$ cat src/rtl/rx_sample_packer.sv
// rx_sample_packer
// Packs I/Q sample pairs into fixed-length packets of 18-bit words for the RX
// dual-clock FIFO. A packet is started only when the FIFO can hold all of it.
// Otherwise the whole packet is dropped and counted, so the FIFO never holds a
// partial packet.
// Word format: [15:0] data, [16] start-of-packet, [17] end-of-packet.
// Ports:
//   clock, reset_n       clock (FIFO write clock), synchronous active-low reset
//   clear                synchronous abort to IDLE (issued together with FIFO aclr)
//   enable               packing enable, sampled only at packet boundaries
//   strobe               one-cycle qualifier for sample_i / sample_q
//   sample_i, sample_q   16-bit I and Q samples
//   fifo_data, fifo_wrreq  word and write request to the FIFO
//   fifo_usedw, fifo_full  FIFO write-side fill level and full flag
//   overrun              one-cycle pulse per lost sample or dropped packet
//   drop_count           saturating count of dropped packets
module rx_sample_packer #(
    parameter int unsigned PKT_SAMPLES = 128,
    parameter int unsigned FIFO_DEPTH  = 4096,
    parameter int unsigned USEDW_BITS  = 12,
    parameter int unsigned HEADROOM    = 4,
    parameter int unsigned DROP_BITS   = 16
) (
    input  logic                  clock,
    input  logic                  reset_n,
    input  logic                  clear,
    input  logic                  enable,
    input  logic                  strobe,
    input  logic [15:0]           sample_i,
    input  logic [15:0]           sample_q,
    output logic [17:0]           fifo_data,
    output logic                  fifo_wrreq,
    input  logic [USEDW_BITS-1:0] fifo_usedw,
    input  logic                  fifo_full,
    output logic                  overrun,
    output logic [DROP_BITS-1:0]  drop_count
);

    localparam int unsigned PKT_WORDS = 2 * PKT_SAMPLES;
    localparam int unsigned CNT_W     = $clog2(PKT_SAMPLES);
    localparam int unsigned ROOM_W    = USEDW_BITS + 1;

    localparam logic [CNT_W-1:0]  LAST_CNT  = CNT_W'(PKT_SAMPLES - 1);
    localparam logic [ROOM_W-1:0] NEED      = ROOM_W'(PKT_WORDS + HEADROOM);
    localparam logic [ROOM_W-1:0] DEPTH     = ROOM_W'(FIFO_DEPTH);

    typedef enum logic [1:0] {
        IDLE,
        WR_Q,
        MID,
        DROP
    } state_t;

    state_t             state;
    logic [CNT_W-1:0]   cnt;
    logic [15:0]        q_hold;
    logic [ROOM_W-1:0]  room_c;
    logic               room_ok_c;
    logic               last_c;

    // Free space; usedw wraps to 0 when full, so full forces zero room.
    assign room_c    = fifo_full ? '0 : (DEPTH - {1'b0, fifo_usedw});
    assign room_ok_c = (room_c >= NEED);
    assign last_c    = (cnt == LAST_CNT);

    // Packet FSM with registered outputs.
    always_ff @(posedge clock) begin
        if (!reset_n) begin
            state      <= IDLE;
            cnt        <= '0;
            q_hold     <= '0;
            fifo_data  <= '0;
            fifo_wrreq <= 1'b0;
            overrun    <= 1'b0;
            drop_count <= '0;
        end else begin
            fifo_wrreq <= 1'b0;
            overrun    <= 1'b0;
            if (clear) begin
                // Abandon any partial packet; drop_count is kept.
                state <= IDLE;
                cnt   <= '0;
            end else begin
                case (state)
                    IDLE: begin
                        if (strobe && enable) begin
                            if (room_ok_c) begin
                                fifo_data  <= {1'b0, 1'b1, sample_i};
                                fifo_wrreq <= 1'b1;
                                q_hold     <= sample_q;
                                state      <= WR_Q;
                            end else begin
                                overrun <= 1'b1;
                                if (drop_count != '1) begin
                                    drop_count <= drop_count + DROP_BITS'(1);
                                end
                                cnt   <= CNT_W'(1);
                                state <= DROP;
                            end
                        end
                    end
                    WR_Q: begin
                        // A strobe here is lost; the packet keeps its length.
                        fifo_data  <= {last_c, 1'b0, q_hold};
                        fifo_wrreq <= 1'b1;
                        overrun    <= strobe;
                        if (last_c) begin
                            cnt   <= '0;
                            state <= IDLE;
                        end else begin
                            cnt   <= cnt + CNT_W'(1);
                            state <= MID;
                        end
                    end
                    MID: begin
                        if (strobe) begin
                            fifo_data  <= {2'b00, sample_i};
                            fifo_wrreq <= 1'b1;
                            q_hold     <= sample_q;
                            state      <= WR_Q;
                        end
                    end
                    DROP: begin
                        // Swallow the rest of the dropped packet silently.
                        if (strobe) begin
                            if (last_c) begin
                                cnt   <= '0;
                                state <= IDLE;
                            end else begin
                                cnt <= cnt + CNT_W'(1);
                            end
                        end
                    end
                    default: begin
                        state <= IDLE;
                        cnt   <= '0;
                    end
                endcase
            end
        end
    end

endmodule

$ cat config.mk
export PLATFORM = sky130hd
export DESIGN_NAME = rx_sample_packer
export DESIGN_NICKNAME = d
export VERILOG_FILES = /design/src/rtl/rx_sample_packer.sv
export SDC_FILE = /design/constraint.sdc
export NUM_CORES = 1
export LEC_CHECK = 0
export CELL_PAD_IN_SITES_DETAIL_PLACEMENT = 0
export CELL_PAD_IN_SITES_GLOBAL_PLACEMENT = 2
export CORE_MARGIN = 2
export CORE_UTILIZATION = 30
export DETAILED_ROUTE_END_ITERATION = 7
export PLACE_DENSITY_LB_ADDON = 0.1
export SLEW_MARGIN = 20
export SYNTH_ARGS = -nofsm -noshare
export SYNTH_HDL_FRONTEND = slang
export SYNTH_SLANG_ARGS = --single-unit
$ cat constraint.sdc
create_clock -name clock -period 8.81 [get_ports clock]
set_clock_uncertainty 0.15 [all_clocks]
set_input_delay 2.643 -clock clock [delete_from_list [all_inputs] [get_ports clock]]
set_output_delay 2.643 -clock clock [all_outputs]
set_load 0.03 [all_outputs]
# After elaboration in Yosys (flattened, before gate mapping)
# Index checks and enable logic that the tools add are counted.
# totals
output_inout_bits	36
reg_bits	61
# op_classes
n_reduce_logical	11
bitwise_logic	3
addsub	3
magnitude_cmp	1
muxes	28
n_eq_ne	11
# op_table
op	n
2-to-1 mux 18 bit	3
one-hot mux 18 bit (3 select lines)	1
2-to-1 mux 16 bit	3
one-hot mux 16 bit (2 select lines)	1
2-to-1 mux 7 bit	4
one-hot mux 7 bit (3 select lines)	1
adder 16 x 1 -> 16 bit (second input constant)	1
inequality test 16 bit (second input constant)	1
AND reduction 5 bit	3
>= comparator 13 x 9 -> 1 bit (second input constant)	1
2-to-1 mux 13 bit	1
subtractor 13 x 12 -> 13 bit (first input constant)	1
2-to-1 mux 2 bit	6
inequality test 2 bit (second input constant)	6
one-hot mux 2 bit (4 select lines)	1
AND reduction 4 bit	2
adder 7 x 1 -> 7 bit (second input constant)	1
== test 7 bit (second input constant)	1
nonzero test 3 bit	2
2-to-1 mux 1 bit	5
== test 2 bit (second input constant)	2
inverter 1 bit	3
one-hot mux 1 bit (3 select lines)	1
== test 2 x 1 -> 1 bit (second input constant)	1
other kinds (5)	5

# Longest topological paths before layout
# Gate-level depths: netlist of the first run.
# logic_depth
word_depth	6
depth_mapped	9

# Worst setup path before layout of the first run
# Ideal clock, no wire load.
# synth_path
kind	input-to-reg
start	input port fifo_usedw[2]
end	register fifo_data[15]
required_ns	8.525
path_slack_ns	3.912
n_path_buf	1
arrival_ns	4.613
path_stages	7
setup_time_ns	0.135
path_cell_list	or4_4 -> or3_1 -> a22o_2 -> a41o_1 -> buf_2 -> a222oi_1 -> a311oi_1
# synth_between
elab_chain_cells	5
# synth_lines
item	line_no	rtl
start: declaration	33	input logic [USEDW_BITS-1:0] fifo_usedw,
subtractor 13 x 12 -> 13 bit	62	assign room_c = fifo_full ? '0 : (DEPTH - {1'b0, fifo_usedw});
2-to-1 mux 13 bit	62	
>= comparator 13 x 9 -> 1 bit	63	assign room_ok_c = (room_c >= NEED);
inequality test 2 bit (no line)	n/a	
AND reduction 5 bit (no line)	n/a	
end signal: assignment	88	fifo_data <= {1'b0, 1'b1, sample_i};
end signal: assignment	104	fifo_data <= {last_c, 1'b0, q_hold};
end signal: assignment	117	fifo_data <= {2'b00, sample_i};
end: declaration	31	output logic [17:0] fifo_data,
# Every way passes these cells.
# A chain may end at the register's enable or synchronous reset.

# Worst setup path after layout of the first run
# layout_path
start	input port fifo_usedw[2]
end	register q_hold[7]
# layout_between
elab_chain_cells	5
# layout_lines
item	line_no	rtl
subtractor 13 x 12 -> 13 bit	62	
2-to-1 mux 13 bit	62	
>= comparator 13 x 9 -> 1 bit	63	
inequality test 2 bit (no line)	n/a	
AND reduction 5 bit (no line)	n/a	
end signal: assignment	90	q_hold <= sample_q;
end signal: assignment	119	q_hold <= sample_q;
end: declaration	56	logic [15:0] q_hold;
# Every way passes these cells.

==> summary.txt, run 1 <==
Pwr
  • Leakage power: between 0.0015 and 0.002 uW
  • Clock share of power: between 30% and 40%
  • Switch Pwr: about 180 uW
  • Power density over the cells: 156 mW/mm2
  • Net Sw Frac: between 20% and 30%
  • P_int: a little under 500 uW
  • Reg power frac: a little over two fifths
  • Tot Pwr: about 670 uW
  • Worst vdd ir: roughly 0.085 mV
  • Gate power share: between 10% and 20%

Worst setup path
  • Largest delay contributor family on the critical path: compound AO/OA/AOI/OAI gates
  • Critical Path AT: 5740 ps
  • Worst path bufs/invs: 1
  • CP startpoint kind: primary input
  • Critical path origin: fifo_usedw[2]
  • RR Startpoint: state[0]$_SDFFE_PP0P_
  • Critical path required time: between 8000 and 9000 ps
  • Max incr delay on CP: between 700 and 800 ps
  • Critical Path Sink Type: flip-flop
  • Worst Path Max Fanout: 35
  • Critical path class: in -> reg
  • Critical path, cell by cell: clkdlybuf4s50_1 -> or4_4 -> or3_1 -> a22o_2 -> a41oi_4 -> a31oi_4 -> mux2i_1
  • Slowest-stage cell, CP: a41oi_4
  • Flop2flop setup slack: 6200 ps

Yosys
  • Post-Syn Area: roughly 0.0032 mm2
  • Syn Area/Cell: roughly 8.4 um2
  • Netlist cell types: 47
  • Post-synth EDFFs: 0
  • Asr flop ratio synth: 0%
  • FF+latch count, synth: 61
  • Dominant synthesized flop cell: dfxtp_1
  • Seq/Total Area, Yosys: approximately 38%
  • Syn Inst Count: ~380
  • Syn. warnings: 0
  • Mapped Nets: between 400 and 500

Global route
  • First-pass GRT wire length: 13900 um
  • GRT Total Usage: 15.3%
  • Largest net degree at the start of global routing: 39
  • Congestion Overflow GR: 0
  • Vias in the first global route: ~2800
  • Initial antenna violation count: 0

Clock tree
  • CTS tree: yes
  • Worst skew pair latency: between 300 and 400 ps
  • Post-CTS Hold Fix Bufs: 0
  • Sinks on Clock Net: a little over 60
  • Clock transition at path regs: around 60 ps
  • CTS H-tree depth: 3
  • Post-CTS setup buffers: 0
  • Clock buffer depth: 2
  • Cts bufs inserted: 9
  • CTS root buf: clkbuf_8
  • Post_cts resized: 0

Layout
  • Commonest non-fill, non-tap cell in the layout: clkdlybuf4s50_1
  • Commonest non-fill, non-tap cells in the layout: 85 x clkdlybuf4s50_1, 61 x dfxtp_1, 51 x nand2_1, 26 x inv_1, 22 x a21oi_1
  • Fraction of layout cells with a size suffix above 1: under 10%
  • Layout area overhead: 35.4%
  • N_diodes: 0
  • NumNets Final: approximately 500
  • Cell area after layout: ~0.0043 mm2

Drt
  • Post-DRT Antenna Nets: 0
  • Drc violations: 4
  • WL final: around 8600 um
  • DR vias/cell: 5.20
  • Starting DRC count in detailed routing: roughly 160
  • DR WL/cell: between 10 and 15 um
  • Vias: slightly above 3000
  • 1st-pass router iterations: 8

Status
  • Violated checks: DRC
  • Status: finished with violations

Floorplanning
  • I/O pin total: 86
  • Height of the die: around 110 um
  • CORE AREA: ~0.01 mm2
  • DIE WIDTH: between 100 and 150 um
  • Number of core rows: 37
  • Die footprint: about 0.011 mm2
  • Starting Density: between 30 and 40%

STA
  • Measured slew at the worst slew-check pin: just under 900 ps
  • Setup TNS Final: 0 ps
  • Minimum clock period: 5700 ps
  • Max-slew headroom: 41.4%
  • Max Slew Vio Count: 0
  • RSZ-0062 raised after global routing: false
  • Period Utilization, post-route: between 60 and 70%
  • Achievable Freq: approximately 180 MHz
  • Final hold vios: 0
  • Finish-stage setup viols: 0

Placement
  • Global placer's final weighted congestion: approximately 0.80
  • PortBufs: 85
  • Area post-placement: 0.00409 mm2
  • Hpwl dp: 5920 um

Min path
  • Worst Min Path Start: fifo_data[17]$_SDFFE_PN0P_
  • Worst hold path class: reg -> reg

Run
  • MaxCap Viol Count: 0
## power by group through the flow
stage	combinational, uW	sequential (uW)	clock [uW]
finish	120	293	256
global route	130	294	279
CTS	121	293	266
detailed placement	121	299	0
global placement	121	299	0
floorplan	52.7	314	0
## state kept, by name, summed over array words and instances (netlist names)
signal / flops
state: 2
q_hold: 16
drop_count: 16
fifo_wrreq: 1
overrun: 1
fifo_data: 18
cnt: 7
## cells by family after synthesis
logic type,count (synthesis),synth area share (%)
buffers and inverters,55,7.14
muxes,19,5.99
AOI/OAI and AO/OA,102,24.3
DFF,61,38.5
adders and majority gates,7,2.76
and+or+nand+nor,132,21.3
## final timing paths
| path | endpoint | depth (start not counted) |
|---|---|---|
| min reg2reg | fifo_data[17]$_SDFFE_PN0P_ | 2 |
| max reg2reg | drop_count[15]$_SDFFE_PN0P_ | 8 |
| min | fifo_data[17]$_SDFFE_PN0P_ | 2 |
| max | q_hold[7]$_SDFFE_PN0P_ | 7 |
## Yosys cell counts (2+ instances only)
cell type	n	area (um2)
a211oi_1	2	15.0
a21oi_1	22	110
a221o_1	2	20.0
a222oi_1	16	160
a311oi_1	16	140
a31oi_1	3	18.8
a32o_1	2	20.0
and2_1	2	12.5
and3_1	7	43.8
and4_1	3	26.3
buf_1	3	11.3
buf_2	4	20.0
buf_6	2	22.5
clkbuf_1	20	75.1
dfxtp_1	61	1220
ha_1	7	87.6
inv_1	26	97.6
mux2i_1	19	190
nand2_1	51	191
nand2b_1	4	25.0
nand3_1	11	55.1
nand4_1	5	31.3
nor2_1	14	52.6
nor3_1	6	30.0
nor3b_1	4	30.0
o21ai_0	19	95.1
o22ai_1	2	12.5
o31ai_1	7	52.6
or2_2	2	12.5
or3_1	11	68.8
or4_1	7	52.6
## area by class of cell
| cell class | instances | area (um2) |
|---|---|---|
| multi-input combinational | 260 | 1730 |
| sequential | 61 | 1220 |
| clock buffer | 13 | 159 |
| fill | 1088 | 5980 |
| clock inverter | 3 | 43.8 |
| inverter | 26 | 97.6 |
| tap | 136 | 170 |
| timing repair buffer | 88 | 873 |
## stage by stage
stage | hold WS (ps) | setup WS (ps) | util, % | cells
final | 309 | 3110 | 41.8 | 587
after global routing | 332 | 2940 | 41.8 | 587
after CTS | 314 | 3080 | 41.8 | 587
after detailed placement | 302 | 2730 | 39.8 | 571
after global placement | 293 | 2780 | 39.8 | 571
after floorplan | 287 | 3910 | - | 376
## tightest hold or removal path, stage by stage, from the launching register on
cell,delay [ps]
dfxtp_1,310
nand2_1,50
mux2i_1,50
## routing by layer
layer  part of all wire (%)  up-vias  track usage (%)
met5                      0        -                0
met4                   0.93        0             5.10
met3                    5.5        7             4.07
met2                     45       76             23.7
met1                     48     1421             20.6
li1                       -     1550                -
No activity file was read; power rests on OpenSTA's default activity.
==> inputs of run 2 (changes only) <==
--- a/config.mk
+++ b/config.mk
@@ -8,7 +8,7 @@
 export CELL_PAD_IN_SITES_DETAIL_PLACEMENT = 0
 export CELL_PAD_IN_SITES_GLOBAL_PLACEMENT = 2
 export CORE_MARGIN = 2
-export CORE_UTILIZATION = 30
+export CORE_UTILIZATION = 25
 export DETAILED_ROUTE_END_ITERATION = 7
 export PLACE_DENSITY_LB_ADDON = 0.1
 export SLEW_MARGIN = 20
==> constraint.sdc (replaced) <==
create_clock -name clock -period 4.9 [get_ports clock]
set_clock_uncertainty 0.15 [all_clocks]
set_input_delay 1.47 -clock clock [delete_from_list [all_inputs] [get_ports clock]]
set_output_delay 1.47 -clock clock [all_outputs]
set_load 0.03 [all_outputs]
==> run 2 against run 1 <==
  * The run now ends clean
  * Utilization fell by 6.5 points
  * Die area rose by 19%
  * First-iteration DRC count rose by 15%
  * Clock-buffer cell count fell by 1
  * Highest routed layer unchanged
  * Register-to-register slack got worse by 4000 ps
  * Sequential power rose by 80%
  * Combinational power rose by 84%
  * Largest power group is now the clock network
==> summary.txt, run 2 (same netlist as run 1, synthesis figures left out) <==
STA
  • RSZ-0062 raised after global routing: false
  • Achievable Freq: approximately 240 MHz
  • Final hold vios: 0 (unchanged)
  • Hold WS: 307 ps (-1.43 ps)
  • Final setup margin: 798 ps (-2310 ps)
  • Period Utilization, post-route: a little over four fifths
  • Setup TNS Final: 0 ps (unchanged)
  • Measured slew at the worst slew-check pin: 830 ps (-45.7 ps)
  • Max-slew headroom: 44.7% (+3.2 points)
  • Finish-stage setup viols: 0 (unchanged)
  • Minimum clock period: approximately 4000 ps
  • Max Slew Vio Count: 0 (unchanged)

Global route
  • Congestion Overflow GR: 0 (unchanged)
  • Met1 usage: 19.9% (-0.78 points)
  • First-pass GRT wire length: 15400 um (+11%)
  • M3 GR Usage: 4.05% (-0.025 points)
  • Grt met2 use: 21.8% (-1.9 points)
  • Initial antenna violation count: 0 (unchanged)
  • Largest net degree at the start of global routing: 38 (-2.6%)
  • Vias in the first global route: 2937 (+4.2%)
  • GRT Total Usage: 14.6% (-0.73 points)
  • GRT Max-Usage Layer: met2

Layout
  • Post-layout util: 35.3% (-6.5 points)
  • Register name with the most flops: fifo_data
  • Commonest non-fill, non-tap cell in the layout: clkdlybuf4s50_1
  • Fraction of layout cells with a size suffix above 1: 6.18% (+0.19 points)
  • NumNets Final: 505 (+0.40%)
  • Max FFs per register: 18 (unchanged)
  • Layout area overhead: 39.4%
  • Cell area after layout: 0.00442 mm2 (+2.9%)
  • Commonest non-fill, non-tap cells in the layout: 85 x clkdlybuf4s50_1, 61 x dfxtp_1, 51 x nand2_1, 26 x inv_1, 22 x a21oi_1
  • Top flop regs: fifo_data (18), drop_count (16), q_hold (16)
  • N_diodes: 0 (unchanged)

Floorplanning
  • I/O pin total: 86 (unchanged)
  • CORE AREA: 0.0125 mm2 (+22%)
  • DIE WIDTH: 117 um (+9.2%)
  • Die footprint: 0.0136 mm2 (+19%)
  • Number of core rows: 41 (+11%)
  • Height of the die: 117 um (+9.2%)
  • Starting Density: 25.3% (-5.5 points)

Worst setup path
  • Critical path, cell by cell: clkdlybuf4s50_1 -> inv_1 -> ha_1 -> or3_1 -> o31ai_1 -> a22o_2 -> a41oi_4 -> a31oi_4 -> mux2i_1
  • Critical Path Sink Type: flip-flop
  • CP startpoint kind: primary input
  • Largest delay contributor family on the critical path: compound AO/OA/AOI/OAI gates
  • Critical Path AT: 4200 ps (-1540 ps)
  • Max incr delay on CP: 700 ps (-60 ps)
  • Worst Path Max Fanout: 16 (-54%)
  • Critical path required time: 5000 ps (-3850 ps)
  • Worst path bufs/invs: 2 (+1)
  • Critical path class: in -> reg
  • RR Startpoint: state[1]$_SDFFE_PP0P_
  • Critical path origin: fifo_usedw[0]
  • Slowest-stage cell, CP: a31oi_4

Pwr
  • Worst vdd ir: 0.120 mV (+41%)
  • Switch Pwr: 366 uW (+100%)
  • Gate power share: 16.5% (-1.5 points)
  • Leakage power: 0.00158 uW (+2.7%)
  • Net Sw Frac: 27.4% (+0.39 points)
  • Clock share of power: 44.1% (+5.8 points)
  • Reg power frac: 39.4% (-4.4 points)
  • Power density over the cells: 302 mW/mm2 (+94%)
  • P_int: 971 uW (+99%)

Clock tree
  • Post-CTS Hold Fix Bufs: 0 (unchanged)
  • CTS H-tree depth: 3 (unchanged)
  • Post_cts resized: 0 (unchanged)
  • Cts bufs inserted: 9 (unchanged)
  • Post-CTS setup buffers: 0 (unchanged)
  • Sinks on Clock Net: 61 (unchanged)
  • CTS root buf: clkbuf_16
  • Worst skew pair latency: 330 ps (about the same)
  • CTS tree: yes
  • Clock buffer depth: 2 (unchanged)
  • Clock transition at path regs: 50 ps (about the same)

Drt
  • DR vias/cell: 4.91 (-5.6%)
  • Post-DRT Antenna Nets: 0 (unchanged)
  • DR WL/cell: 15.3 um (+4.5%)
  • Drc violations: 0 (-4)
  • 1st-pass router iterations: 6 (-2)
  • WL final: 9550 um (+11%)
  • Starting DRC count in detailed routing: 183 (+15%)
  • Vias: 3070 (+0.52%)

Placement
  • Global placer's final weighted congestion: 0.705 (-12%)
  • PortBufs: 85 (unchanged)
  • Area post-placement: 0.00415 mm2 (+1.5%)
  • DP Worst Slack: 435 ps (-2290 ps)
  • Hpwl dp: 6350 um (+7.2%)

Status
  • Status: complete, no violations

Min path
  • Worst hold path class: reg -> reg
  • Worst Min Path Start: q_hold[9]$_SDFFE_PN0P_

Run
  • MaxCap Viol Count: 0 (unchanged)
[run 2: power groups by stage]
| stage | clock network (uW) | logic (uW) | registers, uW |
|---|---|---|---|
| final | 589 | 221 | 527 |
| after CTS | 607 | 223 | 527 |
| after global routing | 623 | 242 | 529 |
| after detailed placement | 0 | 222 | 537 |
| after global placement | 0 | 223 | 538 |
| after floorplan | 0 | 94.7 | 565 |
[run 2: tightest hold or removal path: stages, from the launching register on]
cell,delay [ps]
dfxtp_1,300
nand2_1,50
mux2i_1,50
[run 2: stage by stage]
stage	cells	total power, uW
floorplan	376	659
global placement	609	761
detailed placement	609	759
CTS	625	1360
global route	625	1390
finish	625	1340
[run 2: area by class of cell]
type | instances | area [um2]
sequential | 61 | 1220
clock inverter | 4 | 23.8
timing repair buffer | 90 | 888
inverter | 26 | 97.6
tap | 172 | 215
clock buffer | 12 | 246
multi-input combinational | 260 | 1730
fill | 1340 | 8100
[run 2: per-layer routing]
metal	up-vias	share of wire (%)
li1	1548	-
met1	1430	50
met2	82	41
met3	10	7.0
met4	0	1.7
met5	-	0
[run 2: path summary, 6_finish.rpt]
path,to,slack [ps],depth (start not counted)
hold / removal,q_hold[9]$_SDFFE_PN0P_,310,2
hold reg to reg,q_hold[9]$_SDFFE_PN0P_,310,2
setup / recovery,q_hold[7]$_SDFFE_PN0P_,800,9
setup reg to reg,drop_count[15]$_SDFFE_PN0P_,2240,8
